<file path="src/rtl/usb3_crc_stream.sv">
// Streaming CRC engine: folds up to DATA_BYTES enabled bytes per beat into a CRC and reports the transmit-form CRC and length per frame.
// Latency: result (out_valid/out_crc/out_len) appears one cycle after the accepted last beat; full beat processed in one cycle.
// Backpressure: in_ready drops while a result is pending and out_ready=1 is not seen; init also blocks input. Optional macro USB3_CRC_STREAM_CHECK_EN adds out_match.
module usb3_crc_stream #(
    parameter int                DATA_BYTES = 4,
    parameter int                CRC_W      = 32,
    parameter logic [31:0]       POLY       = 32'h04C11DB7,
    parameter logic [CRC_W-1:0]  INIT       = {CRC_W{1'b1}},
    parameter logic [31:0]       RESIDUE    = 32'hC704DD7B
) (
    input  logic                    clk,
    input  logic                    reset_n,
    input  logic                    init,
    input  logic                    in_valid,
    output logic                    in_ready,
    input  logic [8*DATA_BYTES-1:0] in_data,
    input  logic [DATA_BYTES-1:0]   in_be,
    input  logic                    in_last,
    output logic                    out_valid,
    input  logic                    out_ready,
    output logic [CRC_W-1:0]        out_crc,
    output logic [15:0]             out_len
`ifdef USB3_CRC_STREAM_CHECK_EN
    ,
    output logic                    out_match
`endif
);

    localparam logic [CRC_W-1:0] POLY_W = POLY[CRC_W-1:0];

    typedef enum logic [1:0] {IDLE, ACCUM, HOLD} state_t;

    state_t             state_q, state_d;
    logic [CRC_W-1:0]   crc_q, crc_d;
    logic [15:0]        len_q, len_d;
    logic [CRC_W-1:0]   out_crc_q, out_crc_d;
    logic [15:0]        out_len_q, out_len_d;

    logic [CRC_W-1:0]   crc_nxt;
    logic [CRC_W-1:0]   crc_tx;
    logic [3:0]         byte_cnt;
    logic [16:0]        len_sum;
    logic [15:0]        len_nxt;
    logic               fb;
    logic               accept;

`ifdef USB3_CRC_STREAM_CHECK_EN
    localparam logic [CRC_W-1:0] RESIDUE_W = RESIDUE[CRC_W-1:0];
    logic match_q, match_d;
    logic match_nxt;
    assign match_nxt = (crc_nxt == RESIDUE_W);
    assign out_match = match_q;
`endif

    // Fold every enabled byte of the beat, ascending byte index, LSB first; holes are skipped.
    always_comb begin
        crc_nxt  = crc_q;
        byte_cnt = 4'd0;
        fb       = 1'b0;
        for (int k = 0; k < DATA_BYTES; k++) begin
            if (in_be[k]) begin
                byte_cnt = byte_cnt + 4'd1;
                for (int b = 0; b < 8; b++) begin
                    fb      = crc_nxt[CRC_W-1] ^ in_data[8*k+b];
                    crc_nxt = {crc_nxt[CRC_W-2:0], 1'b0} ^ (fb ? POLY_W : {CRC_W{1'b0}});
                end
            end
        end
    end

    // Transmit form is the complemented, bit-reversed register.
    always_comb begin
        crc_tx = '0;
        for (int i = 0; i < CRC_W; i++) begin
            crc_tx[i] = ~crc_nxt[CRC_W-1-i];
        end
    end

    // Frame length saturates instead of wrapping.
    always_comb begin
        len_sum = {1'b0, len_q} + {13'd0, byte_cnt};
        len_nxt = len_sum[16] ? 16'hFFFF : len_sum[15:0];
    end

    assign in_ready  = reset_n & ~init & ((state_q != HOLD) | out_ready);
    assign accept    = in_valid & in_ready;
    assign out_valid = (state_q == HOLD);
    assign out_crc   = out_crc_q;
    assign out_len   = out_len_q;

    // Next-state: init restarts the open frame but never drops a pending result; a last beat latches the result and reloads.
    always_comb begin
        state_d   = state_q;
        crc_d     = crc_q;
        len_d     = len_q;
        out_crc_d = out_crc_q;
        out_len_d = out_len_q;
`ifdef USB3_CRC_STREAM_CHECK_EN
        match_d   = match_q;
`endif
        if (state_q == HOLD && out_ready) begin
            state_d = IDLE;
        end
        if (init) begin
            crc_d = INIT;
            len_d = 16'd0;
            if (state_q != HOLD) begin
                state_d = IDLE;
            end
        end else if (accept) begin
            if (in_last) begin
                out_crc_d = crc_tx;
                out_len_d = len_nxt;
`ifdef USB3_CRC_STREAM_CHECK_EN
                match_d   = match_nxt;
`endif
                crc_d     = INIT;
                len_d     = 16'd0;
                state_d   = HOLD;
            end else begin
                crc_d   = crc_nxt;
                len_d   = len_nxt;
                state_d = ACCUM;
            end
        end
    end

    // State and result registers; reset discards any partial frame or pending result.
    always_ff @(posedge clk or negedge reset_n) begin
        if (!reset_n) begin
            state_q   <= IDLE;
            crc_q     <= INIT;
            len_q     <= 16'd0;
            out_crc_q <= '0;
            out_len_q <= 16'd0;
`ifdef USB3_CRC_STREAM_CHECK_EN
            match_q   <= 1'b0;
`endif
        end else begin
            state_q   <= state_d;
            crc_q     <= crc_d;
            len_q     <= len_d;
            out_crc_q <= out_crc_d;
            out_len_q <= out_len_d;
`ifdef USB3_CRC_STREAM_CHECK_EN
            match_q   <= match_d;
`endif
        end
    end

endmodule

</file>
<file path="config.mk">
export PLATFORM = sky130hd
export DESIGN_NAME = usb3_crc_stream
export DESIGN_NICKNAME = d
export VERILOG_FILES = /design/src/rtl/usb3_crc_stream.sv
export SDC_FILE = /design/constraint.sdc
export NUM_CORES = 1
export LEC_CHECK = 0
export BUFFER_PORTS_ARGS = -buffer_cell sky130_fd_sc_hd__buf_2
export CORE_MARGIN = 4
export CORE_UTILIZATION = 45
export CTS_CLUSTER_SIZE = 16
export DETAILED_ROUTE_END_ITERATION = 7
export GPL_TIMING_DRIVEN = 0
export PLACE_DENSITY_LB_ADDON = 0.2
export SYNTH_ARGS = -nofsm -noshare
export SYNTH_HDL_FRONTEND = slang
export SYNTH_SLANG_ARGS = --single-unit
</file>
<file path="constraint.sdc">
create_clock -name clk -period 15.2 [get_ports clk]
set_input_delay 0 -clock clk [delete_from_list [all_inputs] [get_ports clk]]
set_output_delay 0 -clock clk [all_outputs]
set_load 0.02 [all_outputs]
</file>
==> key figures, run 1 <==
Yosys
  – Yosys reg bits: 98
  – Number of flops mapped to enable cells by yosys: 0
  – Netlist cell types: 74
  – Leading post-synthesis cells by cell area: dfrtp_1, xnor2_1, xnor3_1
  – Leading area contributor after synthesis: dfrtp_1
  – Yosys top cell area share: 0.170
  – Sequential share of the synthesized area: 0.257
  – Mapped Nets: a little over 1000
  – Mapped Cells: 986
  – Synth warn: 0
  – Ys flop type: dfrtp_1
  – Avg Cell Area, Syn: 9.83 sq um
  – Ys async rst share: 1.00
  – Syn Std Cell Area: 0.00969 sq mm

Placed design
  – Placer Congestion: 0.957
  – Inst Count DP: 1352
  – IO buf count: 90
  – DP HPWL: 23500 um

Worst setup path
  – Crit. End Element: flip-flop
  – Setup CP Type: reg -> reg
  – Crit path max fanout: 9
  – Worst path required time: roughly 15 ns
  – Worst Path Arrival: 6.54 ns
  – CP startpoint kind: flip-flop

GRT
  – First-pass GRT wire length: about 45000 um
  – Overflow after GRT: 0
  – Largest net degree at the start of global routing: 74
  – Vias in the first global route: 7442
  – Initial antenna violation count: 0
  – GR Util All Layers: 0.244

Die
  – Die height: about 150 um
  – Core area: 0.0211 sq mm
  – # IOs: 92
  – Chip width: 155 um
  – Site Rows: 53
  – Die Area: between 0.02 and 0.025 sq mm
  – Initial core utilization: 0.459

Layout
  – Area Overhead vs Synth: 11.7%
  – Share of cells above drive strength 1: 0.204
  – Fin nets: about 1100
  – Post-layout util: 0.513
  – Filler cell count: 1977
  – Antenna Diode Count: 0
  – Register area: around 0.0025 sq mm
  – Multi-input logic area: 0.00695 sq mm
  – Final cell count without fillers: 1370

Detailed routing
  – Antenna-violating nets left: 0
  – DRT Wirelength: just under 30000 um
  – Violation count after the first detailed-route iteration: 568
  – Total number of vias: 7613
  – WL per Instance: 21.4 um
  – TritonRoute pass-1 iters: 5
  – DR vias/cell: 5.56
  – Remaining DRCs: 0

STA
  – Final worst path period need: approximately 6.3 ns
  – Min Hold Slack: 0.0286 ns
  – Post-route setup TNS: 0 ns
  – Fmax achieved: between 150 and 200 MHz
  – RSZ-0062 raised after global routing: false
  – Rel. slew slack: 0.305
  – Final hold viol count: 0
  – Final setup viols: 0
  – Clk_skew: 0.0104 ns
  – Max-slew violations: 0
  – Fin crit share: 0.417
  – Slew @ Worst Pin: 1.03 ns

Outcome
  – Status: finished clean

CTS
  – CTS tree: done
  – Clk Latency, worst-skew pair: around 0.35 ns
  – H-tree levels: 3
  – CTS Sinks: 98
  – Root Buffer: clkbuf_16
  – CTS Buf Count: 9
  – CTS Buffer Depth: 2
  – Post-CTS setup buffer count: 0
  – Clock slew at reported path FFs: 0.08 ns

Job
  – Max cap viols: 0

Hold path
  – Worst hold path class: in -> reg
==> worst paths after layout <==
kind / startpoint / endpoint / slack (ns) / cells past startpoint
worst max-delay path: crc_q[27] / out_crc[20] / 8.87 / 16
worst min-delay path: out_ready / state_q[1] / 0.03 / 4
worst max register to register: crc_q[27] / out_crc[20] / 8.87 / 16
worst min register to register: out_len[11] / out_len[11] / 0.47 / 2
max in group asynchronous: reset_n / crc_q[17] / 14.38 / 3
min in group asynchronous: reset_n / len_q[12] / 0.10 / 2
==> cells in the final DEF, fill, tap and decap left out, types with 24 or more instances in the layout <==
cell type	count
a21oi_1	72
dfrtp_1	66
buf_2	95
mux2i_1	48
nand2_1	81
nor2_1	95
xnor3_1	48
xnor2_1	147
dfstp_2	32
mux2_2	24
o21ai_0	57
xor2_1	46
clkbuf_1	36
==> cells by family after synthesis <==
group	after synthesis	synth area share
muxes	78	0.0887
and+or+nand+nor	250	0.114
xor gates and xnor gates	281	0.367
buffers and inverters	64	0.0257
other	1	0.000387
DFF	98	0.257
AOI/OAI and AO/OA	206	0.135
adders and majority gates	8	0.0111
==> worst max-delay path: stages (launching register included) <==
cell	delay [ns]
dfstp_2	0.51
buf_2	0.27
xnor2_4	0.26
xnor3_1	0.52
nor4b_1	0.22
a2111oi_4	0.46
nand2_4	0.21
xnor3_1	0.39
mux2i_2	0.38
xnor2_2	0.28
xnor3_1	0.40
mux2i_1	0.46
xnor2_2	0.30
xor3_1	0.48
a21boi_0	0.15
nor3_1	0.71
o21ai_0	0.16
==> flip-flops by register name (all words and copies together) (netlist names) <==
signal	cells
out_crc	32
len_q	16
crc_q	32
out_len	16
state_q	2
==> timing repair <==
item                      CTS  global route
gates resized for setup     0             0
hold endpoints to repair   68             0
hold buffers                2             0
==> synth_stat cells, drive strengths merged, types with 10 or more instances <==
library cell,n
nor2,95
mux2i,54
a31oi,10
inv,13
dfstp,32
a21oi,74
xor2,58
buf,11
dfrtp,66
mux2,24
nand3,16
clkbuf,37
nor3,14
o22a,11
o21ai,60
nand2,83
xnor2,166
xnor3,49
nand2b,10
==> stage by stage <==
step	setup slack (ns)	instance area [sq um]
2_1_floorplan	10.04	9690
3_3_place_gp	8.93	10500
3_5_place_dp	8.91	10500
4_1_cts	8.88	10800
5_1_grt	8.61	10800
6_report	8.87	10800
==> routing by layer <==
metal / routed length [um] / track usage / vias up
li1: - / - / 3599
met1: 13300 / 0.353 / 3713
met2: 13600 / 0.391 / 268
met3: 1840 / 0.0274 / 33
met4: 588 / 0.0610 / 0
met5: 0 / 0 / -
==> layout make-up <==
class | instances | share of cell area
timing repair buffer | 93 | 0.0462
clock inverter | 7 | 0.00601
sequential | 98 | 0.230
tap | 275 | 0.0318
buffer | 48 | 0.0175
inverter | 16 | 0.00555
clock buffer | 9 | 0.0208
multi-input combinational | 824 | 0.642
Power of run 1 is left out: the tool's default activity adds up to more than one toggle a clock period on the data nets, which glitch-free logic cannot reach.
==> inputs of run 2 (changes only) <==
--- a/config.mk
+++ b/config.mk
@@ -5,6 +5,7 @@
 export SDC_FILE = /design/constraint.sdc
 export NUM_CORES = 1
 export LEC_CHECK = 0
+export ABC_AREA = 1
 export BUFFER_PORTS_ARGS = -buffer_cell sky130_fd_sc_hd__buf_2
 export CORE_MARGIN = 4
 export CORE_UTILIZATION = 45
==> constraint.sdc (replaced) <==
create_clock -name clk -period 6.1 [get_ports clk]
set_input_delay 0 -clock clk [delete_from_list [all_inputs] [get_ports clk]]
set_output_delay 0 -clock clk [all_outputs]
set_load 0.02 [all_outputs]
==> run 2 against run 1 <==
Utilization down 0.28 points; routed wire length up 53%; largest cell class unchanged; synthesized cell count up 95%; register-to-register slack worse by 7.4 ns; clock skew up 0.0029 ns; worst setup slack worse by 8.1 ns; cell area up 15%; via count up 69%; hold slack better by 0.055 ns; final cell count up 72%; non-clock buffer count up 5; critical path type is now in -> reg; sequential share of layout area down 3.0 points.
==> key figures, run 2 <==
Outcome
  – Status: finished clean

Layout
  – Commonest non-fill, non-tap cell in the layout: nand2_1
  – Fin nets: 2076
  – Share of cells above drive strength 1: 0.174
  – Area Overhead vs Synth: 11.1%
  – Antenna Diode Count: 0
  – Post-layout util: 0.510
  – Most frequent cells in the layout: nand2_1, nand3_1, inv_1
  – Final cell count without fillers: ~2400

Die
  – Initial core utilization: 0.460
  – Die Area: 0.0275 sq mm
  – Site Rows: 57
  – Chip width: 166 um
  – Die height: 166 um
  – # IOs: 92
  – Core area: 0.0244 sq mm

CTS
  – CTS Buffer Depth: 2
  – CTS Buf Count: 9
  – H-tree levels: 3
  – Post-CTS setup buffer count: 0
  – Clk Latency, worst-skew pair: around 0.35 ns
  – CTS Sinks: 98
  – Clock slew at reported path FFs: around 0.080 ns
  – Root Buffer: clkbuf_16
  – CTS tree: done

Worst setup path
  – CP Launch Point: in_be[1]
  – CP startpoint kind: primary input
  – Setup CP Type: in -> reg
  – Delay-heaviest family, CP: buffers and inverters
  – Crit path buf inv count: 9
  – Crit path max fanout: 10
  – Worst reg2reg setup slack: around 1.5 ns
  – FF-to-FF Start: crc_q[29]
  – Worst Path Arrival: 5.56 ns
  – Instance count on the critical path: 24
  – Crit path largest cell delay: 0.52 ns
  – Slowest stage cell, crit path: nor2_1
  – R2R cell count: 31
  – Reg2reg end: crc_q[8]
  – Critical Path End: out_len[6]
  – Crit. End Element: flip-flop
  – Worst-path cell chain: buf_2 > buf_2 > inv_1 > clkbuf_1 > buf_1 > buf_1 > ha_1 > xor2_1 > ha_1 > nand2_1 > xor2_1 > ha_1 > a21oi_1 > nor2_1 > nor2_1 > nor4_1 > nand4_1 > nor2_1 > inv_1 > nor2_1 > inv_1 > o21ai_0 > inv_1 > o21ai_0
  – Worst path required time: 6.37 ns

STA
  – Final worst path period need: between 5 and 6 ns
  – Final setup viols: 0
  – Post-route setup TNS: 0 ns
  – Clk_skew: 0.0133 ns
  – Final hold viol count: 0
  – RSZ-0062 raised after global routing: false
  – Fin crit share: 0.869
  – Slew @ Worst Pin: between 0.8 and 0.9 ns
  – Rel. slew slack: 0.449
  – Fmax achieved: 189 MHz
  – Max-slew violations: 0

Yosys
  – Ys flop type: dfrtp_1
  – Yosys reg bits: between 90 and 100
  – Most common cell in the netlist: nand2_1
  – Syn Std Cell Area: around 0.011 sq mm
  – Mapped Nets: 1969
  – Leading post-synthesis cells by cell area: nand2_1, dfrtp_1, nand3_1
  – Synth warn: 0
  – Avg Cell Area, Syn: 5.84 sq um
  – Leading area contributor after synthesis: nand2_1
  – Mapped Cells: 1919
  – Netlist cell types: 42
  – Yosys top cell area share: 0.275
  – Sequential share of the synthesized area: 0.222
  – Top post-synthesis cells by count: nand2_1, nand3_1, inv_1
  – Ys async rst share: 1.00
  – Number of flops mapped to enable cells by yosys: 0

Placed design
  – Placer Congestion: roughly 1.0
  – Inst Count DP: 2334
  – DP HPWL: 36900 um
  – IO buf count: 90

Power and ir drop
  – VDD IR max: 271 uV
  – Sw Ratio: 0.555
  – Share of power burned in registers: 0.202
  – Proportion of power drawn by the clock network: 0.133
  – Cell leakage power: 6.99 nW
  – Logic gate share of total power: 0.665
  – PwrDens: 347 mW/mm^2
  – Psw: 2.40 mW
  – Int Power: between 1.5 and 2 mW

Detailed routing
  – TritonRoute pass-1 iters: 7
  – Violation count after the first detailed-route iteration: roughly 1500
  – Total number of vias: between 10000 and 15000
  – Remaining DRCs: 0
  – DR vias/cell: 5.48
  – DRT Wirelength: approximately 45000 um
  – WL per Instance: 19.0 um
  – Antenna-violating nets left: 0

GRT
  – GR Util All Layers: 0.312
  – Vias in the first global route: 11719
  – Initial antenna violation count: 0
  – Largest net degree at the start of global routing: between 50 and 60
  – First-pass GRT wire length: 67900 um
  – Overflow after GRT: 0

Job
  – Max cap viols: 0

Hold path
  – Worst hold path class: in -> reg
run 2: cell count changes after synthesis, sizes merged, moves of 18 or more:
cell / delta
xnor3: -49
nand2: +849
nor2: -40
nand3: +309
xnor2: -153
o21ai: +19
buf: +18
mux2: -24
inv: +180
a21oi: -49
mux2i: -54
run 2: power groups by stage:
| stage | sequential [mW] | combinational (mW) | clock, mW |
|---|---|---|---|
| floorplan | 0.975 | 1.86 | 0 |
| global placement | 0.879 | 2.76 | 0 |
| detailed placement | 0.874 | 2.80 | 0 |
| CTS | 0.868 | 2.81 | 0.586 |
| global route | 0.886 | 3.14 | 0.610 |
| finish | 0.871 | 2.87 | 0.575 |
run 2: worst min-delay path, cell delays in order:
cell	delay [ns]
buf_2	0.08
inv_1	0.06
nand2_1	0.13
a21oi_1	0.05
o21ai_0	0.07
run 2: area by class of cell:
type	count	area, sq um
clock buffers	9	225
repair buffers	96	531
inverters	199	747
clock inverters	7	78.8
fillers	2607	11900
flip-flops and latches	98	2490
well taps	324	405
multi-input cells	1572	7750
plain buffers	50	224
run 2: timing repair:
action | in CTS | in global routing
gates resized for setup | 0 | 0
hold buffers | 5 | 0
endpoints found under the setup margin | 0 | 0
hold endpoints to repair | 20 | 0
run 2: per-layer routing:
metal | vias up | routed length (um) | track usage
met5 | - | 0 | 0
met2 | 622 | 19800 | 0.485
met4 | 0 | 1420 | 0.0979
li1 | 6294 | - | -
met1 | 5908 | 19200 | 0.440
met3 | 71 | 4430 | 0.0581
run 2: worst min-delay path by stage:
stage | cells after the start | endpoint | startpoint
after CTS | 5 | crc_q[31] | init
final | 5 | crc_q[31] | init
after floorplan | 0 | len_q[0] | reset_n
after detailed placement | 1 | len_q[10] | reset_n
after global placement | 4 | state_q[1] | out_ready
after global routing | 5 | crc_q[31] | init
run 2: logic make-up (layout without fill, tap and decap cells):
kind of cell    after synthesis  count (layout)  share of synthesized area
xor+xnor                     82              82                     0.0667
compound gates              135             135                     0.0657
simple gates               1346            1346                      0.549
buf+inv                     249             361                     0.0866
fa+ha+maj                     8               8                    0.00960
flops                        98              98                      0.222
other cells                   1               1                   0.000335
run 2: through the flow:
step	power, mW	hold slack [ns]	area [sq um]	worst slack, ns
floorplan	2.83	-0.296	11200	1.99
global placement	3.64	0.338	12100	0.634
detailed placement	3.67	0.0543	12100	0.463
CTS	4.27	0.0608	12500	0.833
global route	4.63	0.107	12500	0.338
finish	4.32	0.0837	12500	0.801
Power figures use the tool's default switching activity.
==> inputs of run 3 (changes only) <==
--- a/config.mk
+++ b/config.mk
@@ -5,8 +5,8 @@
 export SDC_FILE = /design/constraint.sdc
 export NUM_CORES = 1
 export LEC_CHECK = 0
-export ABC_AREA = 1
 export BUFFER_PORTS_ARGS = -buffer_cell sky130_fd_sc_hd__buf_2
+export CORE_ASPECT_RATIO = 1.1
 export CORE_MARGIN = 4
 export CORE_UTILIZATION = 45
 export CTS_CLUSTER_SIZE = 16
==> run 3 against run 2 <==
Critical endpoint is now out_crc[15]; die area is 13% lower; sequential share of layout area rose by 2.5 points; utilization rose by 1.2 points; clock skew fell by 0.0017 ns; routed wire length down 34%; worst setup slack worse by 0.63 ns; fmax down 11%; via count is 42% lower; highest routed layer unchanged; hold slack lost 0.066 ns; non-clock buffer count grew 2; sequential cell count unchanged; global-route usage is 6.5 points lower.
==> key figures, run 3 (same netlist as run 1, synthesis figures left out) <==
Die
  – Initial core utilization: 0.456
  – # IOs: 92
  – Chip width: ~150 um
  – Core area: between 0.02 and 0.025 sq mm
  – Die Area: 0.0239 sq mm
  – Site Rows: 56
  – Die height: 162 um

STA
  – Fin crit share: 0.973
  – Fmax achieved: 169 MHz
  – Min Hold Slack: between 0.015 and 0.02 ns
  – Final setup viols: 0
  – Clk_skew: around 0.012 ns
  – Slew @ Worst Pin: 1.07 ns
  – Final worst path period need: 5.93 ns
  – Final hold viol count: 0
  – Rel. slew slack: 0.284
  – RSZ-0062 raised after global routing: false
  – Max-slew violations: 0

Layout
  – Post-layout util: 0.522
  – Area Overhead vs Synth: 14.4%
  – Share of cells above drive strength 1: 0.218
  – Antenna Diode Count: 0
  – Commonest non-fill, non-tap cell in the layout: xnor2_1
  – Most frequent cells in the layout: xnor2_1, buf_2, nor2_1
  – Final cell count without fillers: 1392
  – Fin nets: ~1100

CTS
  – CTS Buffer Depth: 2
  – H-tree levels: 3
  – CTS Buf Count: 9
  – CTS Sinks: 98
  – Root Buffer: clkbuf_16
  – Clock slew at reported path FFs: 0.08 ns
  – CTS tree: done
  – Clk Latency, worst-skew pair: roughly 0.35 ns

GRT
  – Overflow after GRT: 0
  – First-pass GRT wire length: 45100 um
  – Largest net degree at the start of global routing: 73
  – GR Util All Layers: 0.247
  – Initial antenna violation count: 0
  – Vias in the first global route: 7449

Detailed routing
  – TritonRoute pass-1 iters: 5
  – WL per Instance: 21.1 um
  – DRT Wirelength: a little under 30000 um
  – Antenna-violating nets left: 0
  – Total number of vias: 7528
  – DR vias/cell: 5.41
  – Remaining DRCs: 0
  – Violation count after the first detailed-route iteration: 612

Outcome
  – Status: finished clean

Hold path
  – Worst hold path class: in -> reg

Placed design
  – DP HPWL: ~24000 um
  – Placer Congestion: 0.942
  – IO buf count: 90
  – Inst Count DP: 1367

Worst setup path
  – Crit. End Element: flip-flop
  – Worst Path Arrival: 6.22 ns
  – Worst path required time: around 6.4 ns
  – CP startpoint kind: flip-flop
  – Crit path max fanout: 9
  – Setup CP Type: reg -> reg

Job
  – Max cap viols: 0
==> run 3: repair_timing <==
| action | 4_1_cts | 5_1_grt |
|---|---|---|
| pin swaps | 1 | 3 |
| gates cloned | 0 | 0 |
| hold buffers | 2 | 0 |
| hold endpoints to repair | 28 | 0 |
| gates resized for setup | 10 | 10 |
| setup endpoints to repair | 14 | 24 |
| setup buffers | 0 | 8 |
==> run 3: stage by stage <==
| step | setup slack, ns | setup TNS (ns) | cell area (sq um) |
|---|---|---|---|
| 2_1_floorplan | 0.940 | 0 | 9690 |
| 3_3_place_gp | -0.157 | -0.982 | 10500 |
| 3_5_place_dp | -0.184 | -1.37 | 10500 |
| 4_1_cts | 0.00636 | 0 | 10900 |
| 5_1_grt | 0.0119 | 0 | 11100 |
| 6_report | 0.167 | 0 | 11100 |
==> run 3: layout make-up <==
class | count | area [sq um]
plain buffers | 47 | 185
fillers | 1990 | 10100
multi-input cells | 824 | 7110
inverters | 16 | 60.1
flip-flops and latches | 98 | 2490
repair buffers | 101 | 573
clock inverters | 7 | 81.3
well taps | 290 | 363
clock buffers | 9 | 225
==> run 3: critical path, stage by stage, from the launching register on <==
cell	delay, ns
dfstp_2	0.51
buf_2	0.26
xnor2_4	0.26
xnor3_2	0.50
nor4b_1	0.20
a2111oi_4	0.43
nand2_4	0.21
xnor3_1	0.42
mux2i_4	0.30
xnor2_4	0.22
xnor3_1	0.38
mux2i_2	0.37
xnor2_2	0.28
xnor3_1	0.53
xor3_1	0.43
mux2i_2	0.34
mux2_2	0.23
==> run 3: layer usage <==
metal,global-route usage,vias to the layer above,part of all wire
met5,0,-,0
met4,0.0769,0,0.029
met3,0.0257,39,0.046
met2,0.415,205,0.48
met1,0.338,3661,0.45
li1,-,3623,-
==> run 3: path summary, 6_finish.rpt <==
path                              from     endpoint  slack [ns]  depth (start not counted)
setup / recovery             crc_q[27]  out_crc[15]        0.17                         16
hold / removal                in_valid   state_q[1]        0.02                          4
setup reg to reg             crc_q[27]  out_crc[15]        0.17                         16
hold reg to reg            out_len[11]  out_len[11]        0.47                          2
max in group asynchronous      reset_n    crc_q[25]        5.24                          3
min in group asynchronous      reset_n   out_crc[1]        0.12                          2
Power of run 3 is left out for the same reason.
